`src/rtl/arm_mem_arbiter.sv`:
```
// ---------------------------------------------------------------------------
// arm_mem_arbiter
//
// Shares the core's single word-addressed memory port between the instruction
// fetch requester (if_*) and the load/store requester (ls_*). One transaction
// is in flight at a time. The memory request is held until mem_ack, and read
// data is returned to whichever requester owns the transaction. Load/store
// has fixed priority. A streak counter lets fetch in after FAIR_LIMIT
// consecutive LS grants that were made while fetch was waiting.
//
// Optional feature macro: ARM_ARB_TIMEOUT_EN
//   When defined, a BUSY transaction that sees no mem_ack within TIMEOUT
//   cycles is aborted. The owner gets rvalid with rdata 32'hDEADBEEF (0 for
//   stores) and arb_err pulses. When undefined, BUSY waits indefinitely and
//   arb_err is tied low.
//
// Ports
//   clk, rst            clock (rising edge), asynchronous active-low reset
//   halt                blocks new grants; an in-flight transaction completes
//   if_req/if_addr      fetch request (level) and word address
//   if_gnt              fetch accepted (1-cycle pulse)
//   if_rvalid/if_rdata  fetch data pulse / data (held until next if_rvalid)
//   ls_req/ls_we/ls_addr/ls_wdata  load/store request, 1 = store
//   ls_gnt              LS accepted (1-cycle pulse)
//   ls_rvalid/ls_rdata  LS completion pulse / load data (0 for stores)
//   mem_req/mem_we/mem_addr/mem_wdata  memory request, held until mem_ack
//   mem_ack/mem_rdata   memory completion; read data valid in the same cycle
//   arb_idle            arbiter is in IDLE
//   arb_err             timeout abort pulse
//
// All outputs come straight from flops.
// ---------------------------------------------------------------------------
module arm_mem_arbiter #(
  parameter int ADDR_W     = 30,
  parameter int DATA_W     = 32,
  parameter int FAIR_LIMIT = 3,
  parameter int TIMEOUT    = 255
) (
  input  logic              clk,
  input  logic              rst,
  input  logic              halt,
  input  logic              if_req,
  input  logic [ADDR_W-1:0] if_addr,
  output logic              if_gnt,
  output logic              if_rvalid,
  output logic [DATA_W-1:0] if_rdata,
  input  logic              ls_req,
  input  logic              ls_we,
  input  logic [ADDR_W-1:0] ls_addr,
  input  logic [DATA_W-1:0] ls_wdata,
  output logic              ls_gnt,
  output logic              ls_rvalid,
  output logic [DATA_W-1:0] ls_rdata,
  output logic              mem_req,
  output logic              mem_we,
  output logic [ADDR_W-1:0] mem_addr,
  output logic [DATA_W-1:0] mem_wdata,
  input  logic              mem_ack,
  input  logic [DATA_W-1:0] mem_rdata,
  output logic              arb_idle,
  output logic              arb_err
);

  localparam int STREAK_W = (FAIR_LIMIT > 0) ? $clog2(FAIR_LIMIT + 1) : 1;
  localparam logic [STREAK_W-1:0] STREAK_MAX = STREAK_W'(FAIR_LIMIT);

  typedef enum logic [1:0] {
    IDLE    = 2'd0,
    BUSY_IF = 2'd1,
    BUSY_LS = 2'd2
  } state_t;

  // Saturating increment for the fairness streak.
  function automatic logic [STREAK_W-1:0] streak_sat_inc(input logic [STREAK_W-1:0] s);
    return (s >= STREAK_MAX) ? s : s + STREAK_W'(1);
  endfunction

  state_t              state_q, state_d;
  logic [STREAK_W-1:0] streak_q, streak_d;

  logic                mem_req_d, mem_we_d;
  logic [ADDR_W-1:0]   mem_addr_d;
  logic [DATA_W-1:0]   mem_wdata_d;
  logic                if_gnt_d, ls_gnt_d;
  logic                if_rvalid_d, ls_rvalid_d;
  logic [DATA_W-1:0]   if_rdata_d, ls_rdata_d;
  logic                arb_idle_d;
  logic                ls_wins;

`ifdef ARM_ARB_TIMEOUT_EN
  localparam int WAIT_W = (TIMEOUT > 1) ? $clog2(TIMEOUT + 1) : 1;
  localparam logic [WAIT_W-1:0] WAIT_LAST  = WAIT_W'(TIMEOUT - 1);
  localparam logic [DATA_W-1:0] ABORT_DATA = DATA_W'(32'hDEADBEEF);

  logic [WAIT_W-1:0] wait_q, wait_d;
  logic              arb_err_d;
`endif

  // LS wins whenever it asks, unless fetch is also waiting and has already
  // been passed over FAIR_LIMIT times in a row.
  assign ls_wins    = ls_req && !(if_req && (streak_q == STREAK_MAX));
  assign arb_idle_d = (state_d == IDLE);

  always_comb begin
    state_d     = state_q;
    streak_d    = streak_q;
    mem_req_d   = mem_req;
    mem_we_d    = mem_we;
    mem_addr_d  = mem_addr;
    mem_wdata_d = mem_wdata;
    if_gnt_d    = 1'b0;
    ls_gnt_d    = 1'b0;
    if_rvalid_d = 1'b0;
    ls_rvalid_d = 1'b0;
    if_rdata_d  = if_rdata;
    ls_rdata_d  = ls_rdata;
`ifdef ARM_ARB_TIMEOUT_EN
    wait_d      = wait_q;
    arb_err_d   = 1'b0;
`endif

    unique case (state_q)
      IDLE: begin
        if (!halt) begin
          if (ls_wins) begin
            state_d     = BUSY_LS;
            mem_req_d   = 1'b1;
            mem_we_d    = ls_we;
            mem_addr_d  = ls_addr;
            mem_wdata_d = ls_wdata;
            ls_gnt_d    = 1'b1;
            // The streak only grows while fetch is actually being held off.
            streak_d    = if_req ? streak_sat_inc(streak_q) : '0;
`ifdef ARM_ARB_TIMEOUT_EN
            wait_d      = '0;
`endif
          end else if (if_req) begin
            state_d     = BUSY_IF;
            mem_req_d   = 1'b1;
            mem_we_d    = 1'b0;
            mem_addr_d  = if_addr;
            mem_wdata_d = '0;
            if_gnt_d    = 1'b1;
            streak_d    = '0;
`ifdef ARM_ARB_TIMEOUT_EN
            wait_d      = '0;
`endif
          end
        end
      end

      BUSY_IF: begin
        if (mem_ack) begin
          state_d     = IDLE;
          mem_req_d   = 1'b0;
          if_rvalid_d = 1'b1;
          if_rdata_d  = mem_rdata;
        end
`ifdef ARM_ARB_TIMEOUT_EN
        else if (wait_q == WAIT_LAST) begin
          state_d     = IDLE;
          mem_req_d   = 1'b0;
          if_rvalid_d = 1'b1;
          if_rdata_d  = ABORT_DATA;
          arb_err_d   = 1'b1;
        end else begin
          wait_d      = wait_q + WAIT_W'(1);
        end
`endif
      end

      BUSY_LS: begin
        if (mem_ack) begin
          state_d     = IDLE;
          mem_req_d   = 1'b0;
          ls_rvalid_d = 1'b1;
          ls_rdata_d  = mem_we ? '0 : mem_rdata;
        end
`ifdef ARM_ARB_TIMEOUT_EN
        else if (wait_q == WAIT_LAST) begin
          state_d     = IDLE;
          mem_req_d   = 1'b0;
          ls_rvalid_d = 1'b1;
          ls_rdata_d  = mem_we ? '0 : ABORT_DATA;
          arb_err_d   = 1'b1;
        end else begin
          wait_d      = wait_q + WAIT_W'(1);
        end
`endif
      end

      default: begin
        state_d   = IDLE;
        mem_req_d = 1'b0;
      end
    endcase
  end

  // State and registered outputs; reset aborts any transaction silently.
  always_ff @(posedge clk or negedge rst) begin
    if (!rst) begin
      state_q   <= IDLE;
      streak_q  <= '0;
      mem_req   <= 1'b0;
      mem_we    <= 1'b0;
      mem_addr  <= '0;
      mem_wdata <= '0;
      if_gnt    <= 1'b0;
      ls_gnt    <= 1'b0;
      if_rvalid <= 1'b0;
      ls_rvalid <= 1'b0;
      if_rdata  <= '0;
      ls_rdata  <= '0;
      arb_idle  <= 1'b1;
    end else begin
      state_q   <= state_d;
      streak_q  <= streak_d;
      mem_req   <= mem_req_d;
      mem_we    <= mem_we_d;
      mem_addr  <= mem_addr_d;
      mem_wdata <= mem_wdata_d;
      if_gnt    <= if_gnt_d;
      ls_gnt    <= ls_gnt_d;
      if_rvalid <= if_rvalid_d;
      ls_rvalid <= ls_rvalid_d;
      if_rdata  <= if_rdata_d;
      ls_rdata  <= ls_rdata_d;
      arb_idle  <= arb_idle_d;
    end
  end

`ifdef ARM_ARB_TIMEOUT_EN
  always_ff @(posedge clk or negedge rst) begin
    if (!rst) begin
      wait_q  <= '0;
      arb_err <= 1'b0;
    end else begin
      wait_q  <= wait_d;
      arb_err <= arb_err_d;
    end
  end
`else
  assign arb_err = 1'b0;
`endif

endmodule

```
`config.mk`:
```
export PLATFORM = sky130hd
export DESIGN_NAME = arm_mem_arbiter
export DESIGN_NICKNAME = d
export VERILOG_FILES = /design/src/rtl/arm_mem_arbiter.sv
export SDC_FILE = /design/constraint.sdc
export NUM_CORES = 1
export LEC_CHECK = 0
export ABC_CLOCK_PERIOD_IN_PS = 2800
export BUFFER_PORTS_ARGS = -buffer_cell sky130_fd_sc_hd__buf_2
export CAP_MARGIN = 15
export CORE_AREA = 10 10 129 131
export DETAILED_ROUTE_END_ITERATION = 10
export DIE_AREA = 0 0 139 141
export GPL_TIMING_DRIVEN = 0
export PLACE_DENSITY = 0.81
export SLEW_MARGIN = 25
export SYNTH_ARGS = -nofsm -noshare
export SYNTH_HDL_FRONTEND = slang
export SYNTH_SLANG_ARGS = --single-unit
export TNS_END_PERCENT = 100
```
`constraint.sdc`:
```
create_clock -name clk -period 2.8 [get_ports clk]
set_input_delay 0.28 -clock clk [delete_from_list [all_inputs] [get_ports clk]]
set_output_delay 0.28 -clock clk [all_outputs]
set_load 0.01 [all_outputs]
```
# Word-level counts from Yosys, hierarchy flattened
# Index checks and enable logic that the tools add are counted.
# totals
out_inout_bits,134
latchBits,0
in_bits,131
ram_bits,0
rom_bits,0
n_memories,0
elab_cells,66
regBits,137
# classes
n_mux,31
add_sub_neg,1
bitwise,1
n_div,0
n_reduce_logical,12
magnitude_cmp,1
eq_ne,7
n_shift,0
n_mul,0
# op_table
op,n
32-bit two-way mux,3
30-bit two-way mux,2
1-bit two-way mux,16
2-bit two-way mux,8
3-bit inequality test (second input constant),2
3-bit AND reduction,2
2-bit == test (second input constant),2
2-bit logical NOT,2
2-bit one-hot mux with 2 select lines,1
2-bit AND reduction,2
4-bit AND reduction,1
2-bit by 1-bit adder with 2-bit output (second input constant),1
2-bit by 1-bit == test with 1-bit output (second input constant),1
2-bit greater-or-equal comparator (second input constant),1
1-bit logical AND,2
2-bit by 1-bit inequality test with 1-bit output (second input constant),1
2-bit inequality test (second input constant),1
1-bit one-hot mux with 2 select lines,1
2-bit nonzero test,1
2-bit OR reduction,1
1-bit logical NOT,1
1-bit NOT,1

# Logic depth before layout (Yosys ltp)
# depth
word_depth,8
depth_mapped,8
ltp_nobuf,7

# Worst setup path after synthesis
# No wires, ideal clock.
# synth_path
path_kind,register -> register
startpoint,reg state_q[0]
endpoint,reg mem_wdata[12]
setup_slack_ns,1.210
stages_incl_launch_ff,8
setup_ns,0.121
arrival_time_ns,1.470
n_path_buf,2
period_less_slack_ns,1.590
required_ns,2.679
path_cell_list,dfrtp_1 -> inv_1 -> ha_1 -> nor2b_1 -> o21ai_1 -> buf_2 -> buf_2 -> a22o_1
# synth_via
elab_chain_cells,2
# synth_rtl
item,line_no,source
start: declaration,78,"state_t state_q, state_d;"
start signal: assignment,216,state_q <= state_d;
2-bit logical NOT,122,unique case (state_q)
3-bit AND reduction (no line),n/a,
end signal: assignment,221,mem_wdata <= mem_wdata_d;
end: declaration,57,"output logic [DATA_W-1:0] mem_wdata,"
# No other way between the ends.
# A chain may end at the register's enable or synchronous reset.

# Worst setup path in the final report
# Same ends and word-level chain as after synthesis.

==> impl_results.md <==
- Data required time at the worst endpoint: 3.15 ns
- DRC violation count after routing: 0
- Leakage power figure: 4.13 nW
- Maximum fanout encountered on the critical timing path: 10
- Placeable core region: 14200 um2
- Final Util: 54.4%
- Number of library cell types mapped by synthesis: 27
- Portion of the post-synthesis area used by sequential elements: 62.3%
- Count of pins over their slew limit: 0
- Result of the run: finished clean
- Detailed-route vias per instance: 4.79
- Endpoint arrival time on the critical path: 2.38 ns
- Hold-fix buffer count after cts: 1
- Core Rows: 44
- Longest Clk Path Bufs: 2
- Register bit count reported by yosys: 137
- Antenna-violating nets left: 0
- Worst clock skew: 0.00626 ns
- Proportion of layout cells with a drive suffix above 1: 45.9%
- Detailed-placement wirelength estimate: 12800 um
- Instance count after placement with tap cells included: 903
- Area of the die: 19600 um2
- Post-cts resize count: 0
- Port bufs: 263
- Number of warning messages in the yosys log: 0
- Global Route Usage Sum: 16.5%
- Syn Nets: 591
- Number of iterations in the first detailed-routing pass: 5
- CTS Root Cell: sky130_fd_sc_hd__clkbuf_16
- Slew at the pin closest to its max-slew limit: 0.504 ns
- Kind of launch point of the worst setup path: flip-flop
- Number of H-tree levels: 4
- Summed instance area of the synthesized netlist: 5510 um2
- Buffer count from post-CTS setup fixing: 0
- Filler cells: 1249
- Syn-to-layout area delta: 40.3%
- Number of nets at the end of the flow: 875
- Worst Path Class, Setup: reg -> reg
- Overall via count from detail_route: 4489
- Critical Path End Type: flip-flop
- Maximum clock frequency: 493 MHz
- Cell count after synthesis: 455
- TritonCTS clock tree: built
- Initial antenna violation count: 0
- Top-level port count: 265
- Average wire per cell in the routed design: 17.4 um
- Clock latency on the worst-skew pair: 0.41 ns
- Gp weighted congestion: 0.756
- Setup-failing EPs final: 0
- Average footprint of a synthesized cell: 12.1 um2
- Final period utilization: 72.5%
- Total power divided by cell area: 1190 nW/um2
- Initial detailed-routing violation count: 163
- Sum of routed wire length over all layers: 16300 um
- Kind of path behind the tightest hold check: in -> reg
- Number of buffers added by the clock tree synthesis step: 17
- Worst slew slack as a fraction of its limit: 66.4%
- Max-cap violations: 0
- Initial core utilization: 38.8%
- Number of hold-slack violations in the final timing report: 0
- Hold Path Cell Cnt: 2
- Y dimension of the die: 141 um
- Area share of the largest cell type after synthesis: 61.8%
- Wire length of the first global-routing pass: 26100 um
- Worst Hold Margin: 0.0864 ns
- Cell type with the highest aggregate area in the netlist: sky130_fd_sc_hd__dfrtp_1
- Number of global-route vias before repair: 5014
- Top post-synthesis cells by area: sky130_fd_sc_hd__dfrtp_1 (62%), sky130_fd_sc_hd__mux2_2 (6.5%), sky130_fd_sc_hd__mux2i_1 (5.5%), sky130_fd_sc_hd__a22o_1 (5.3%), sky130_fd_sc_hd__nand2_1 (4.6%)
- Aggregate global routing overflow: 0
- Number of non-filler instances in the completed layout: 937
- CTS Sinks: 137
- Setup slack of the most critical reg-to-reg path: 0.77 ns
- Post-layout minimum cycle time: 2.03 ns
- Pin count of the biggest net entering global routing: 73
- Max rail drop VDD: 499 uV
- Register clock-pin slew on the reported worst setup and hold paths: 0.06 ns
- Worst r2r path cells: 7
- Unrepaired setup endpoints after global routing: false
- Horiz. Die Dim: 139 um
## per-stage QoR
step	power (mW)	setup slack (ns)	setup TNS, ns	instance area [um2]
floorplan	5.28	1.21	0	5510
global placement	6.79	-0.432	-57.57	7050
detailed placement	6.93	0.739	0	7090
CTS	9.32	0.709	0	7720
global route	9.82	0.579	0	7720
finish	9.17	0.770	0	7720
## cell usage in the layout (no fill, tap or decap), types with 2 or more instances in the layout
cell type / netlist / final
sky130_fd_sc_hd__clkinv_4: 0 / 2
sky130_fd_sc_hd__buf_2: 11 / 273
sky130_fd_sc_hd__inv_1: 6 / 6
sky130_fd_sc_hd__o21ai_0: 49 / 49
sky130_fd_sc_hd__ha_1: 5 / 5
sky130_fd_sc_hd__clkbuf_1: 14 / 17
sky130_fd_sc_hd__dfrtp_1: 136 / 136
sky130_fd_sc_hd__o21ai_1: 15 / 15
sky130_fd_sc_hd__nand2_1: 68 / 68
sky130_fd_sc_hd__bufinv_16: 0 / 4
sky130_fd_sc_hd__clkbuf_16: 0 / 17
sky130_fd_sc_hd__buf_4: 5 / 5
sky130_fd_sc_hd__nand2b_1: 34 / 34
sky130_fd_sc_hd__mux2_2: 32 / 32
sky130_fd_sc_hd__clkinv_2: 0 / 3
sky130_fd_sc_hd__a22o_1: 33 / 33
sky130_fd_sc_hd__nor2_1: 2 / 2
sky130_fd_sc_hd__mux2i_1: 30 / 30
sky130_fd_sc_hd__nor2b_1: 3 / 3
## path summary, 6_finish.rpt
| kind | end | startpoint |
|---|---|---|
| max reg2reg | mem_wdata[12] | state_q[0] |
| max | mem_wdata[12] | state_q[0] |
| min in group asynchronous | if_rdata[1] | rst |
| min reg2reg | mem_addr[15] | mem_addr[15] |
| min | mem_wdata[27] | ls_wdata[27] |
| max in group asynchronous | arb_idle | rst |
## sequential cells by signal, summed over array words and instances (netlist names), 2 cells and up
register / flops
if_rdata: 32
ls_rdata: 32
mem_wdata: 32
mem_addr: 30
state_q: 2
streak_q: 2
## cell usage after synthesis (all sizes together)
master and instances:
nand2 68, dfrtp 136, a221oi 1, nor3b 1, o211ai 1, mux2i 30, a32o 1, inv 7
a31oi 1, nor2b 3, o21ai 64, nand2b 34, conb 1, o22a 1, a31o 1, a22o 33
dfstp 1, nor2 2, clkbuf 14, ha 5, buf 16, a21boi 1, nor3 1, mux2 32
## power breakdown
group	switching [mW]	internal, mW	leakage [nW]
registers	0.511	2.97	1.71
clock network	0.832	1.51	0.301
logic	1.82	1.53	2.12
## logic make-up (layout without fill, tap and decap cells)
family          after synthesis  after routing  share of synthesized area, %
other cells                   1              2                        0.0681
fa+ha+maj                     5              5                          1.14
simple gates                109            109                          9.20
flops                       137            137                          62.3
compound gates              104            104                          12.2
mux                          62             62                          12.0
buf+inv                      37            334                          3.11
## final cells by class
class,count,area [um2],share of cell area (%)
tap,184,230,2.98
antenna,1,2.50,0.0324
clock inverter,11,169,2.19
buffer,30,145,1.88
multi-input combinational,281,1900,24.7
sequential,137,3430,44.4
clock buffer,21,450,5.83
timing repair buffer,265,1360,17.7
inverter,7,26.3,0.340
## layer usage
layer	GRT usage, %	vias up	share of wire [%]
met3	6.68	19	8.2
met1	18.5	2145	41
met4	6.48	0	1.5
li1	-	2149	-
met2	27.5	176	49
met5	0	-	0
## worst max-delay path: stages (launching register included)
cell	delay (ns)
sky130_fd_sc_hd__dfrtp_1	0.40
sky130_fd_sc_hd__inv_1	0.10
sky130_fd_sc_hd__ha_1	0.27
sky130_fd_sc_hd__nor2b_1	0.16
sky130_fd_sc_hd__o21ai_1	0.22
sky130_fd_sc_hd__buf_2	0.34
sky130_fd_sc_hd__buf_2	0.29
sky130_fd_sc_hd__a22o_1	0.18
(Power assumes the default switching activity.)
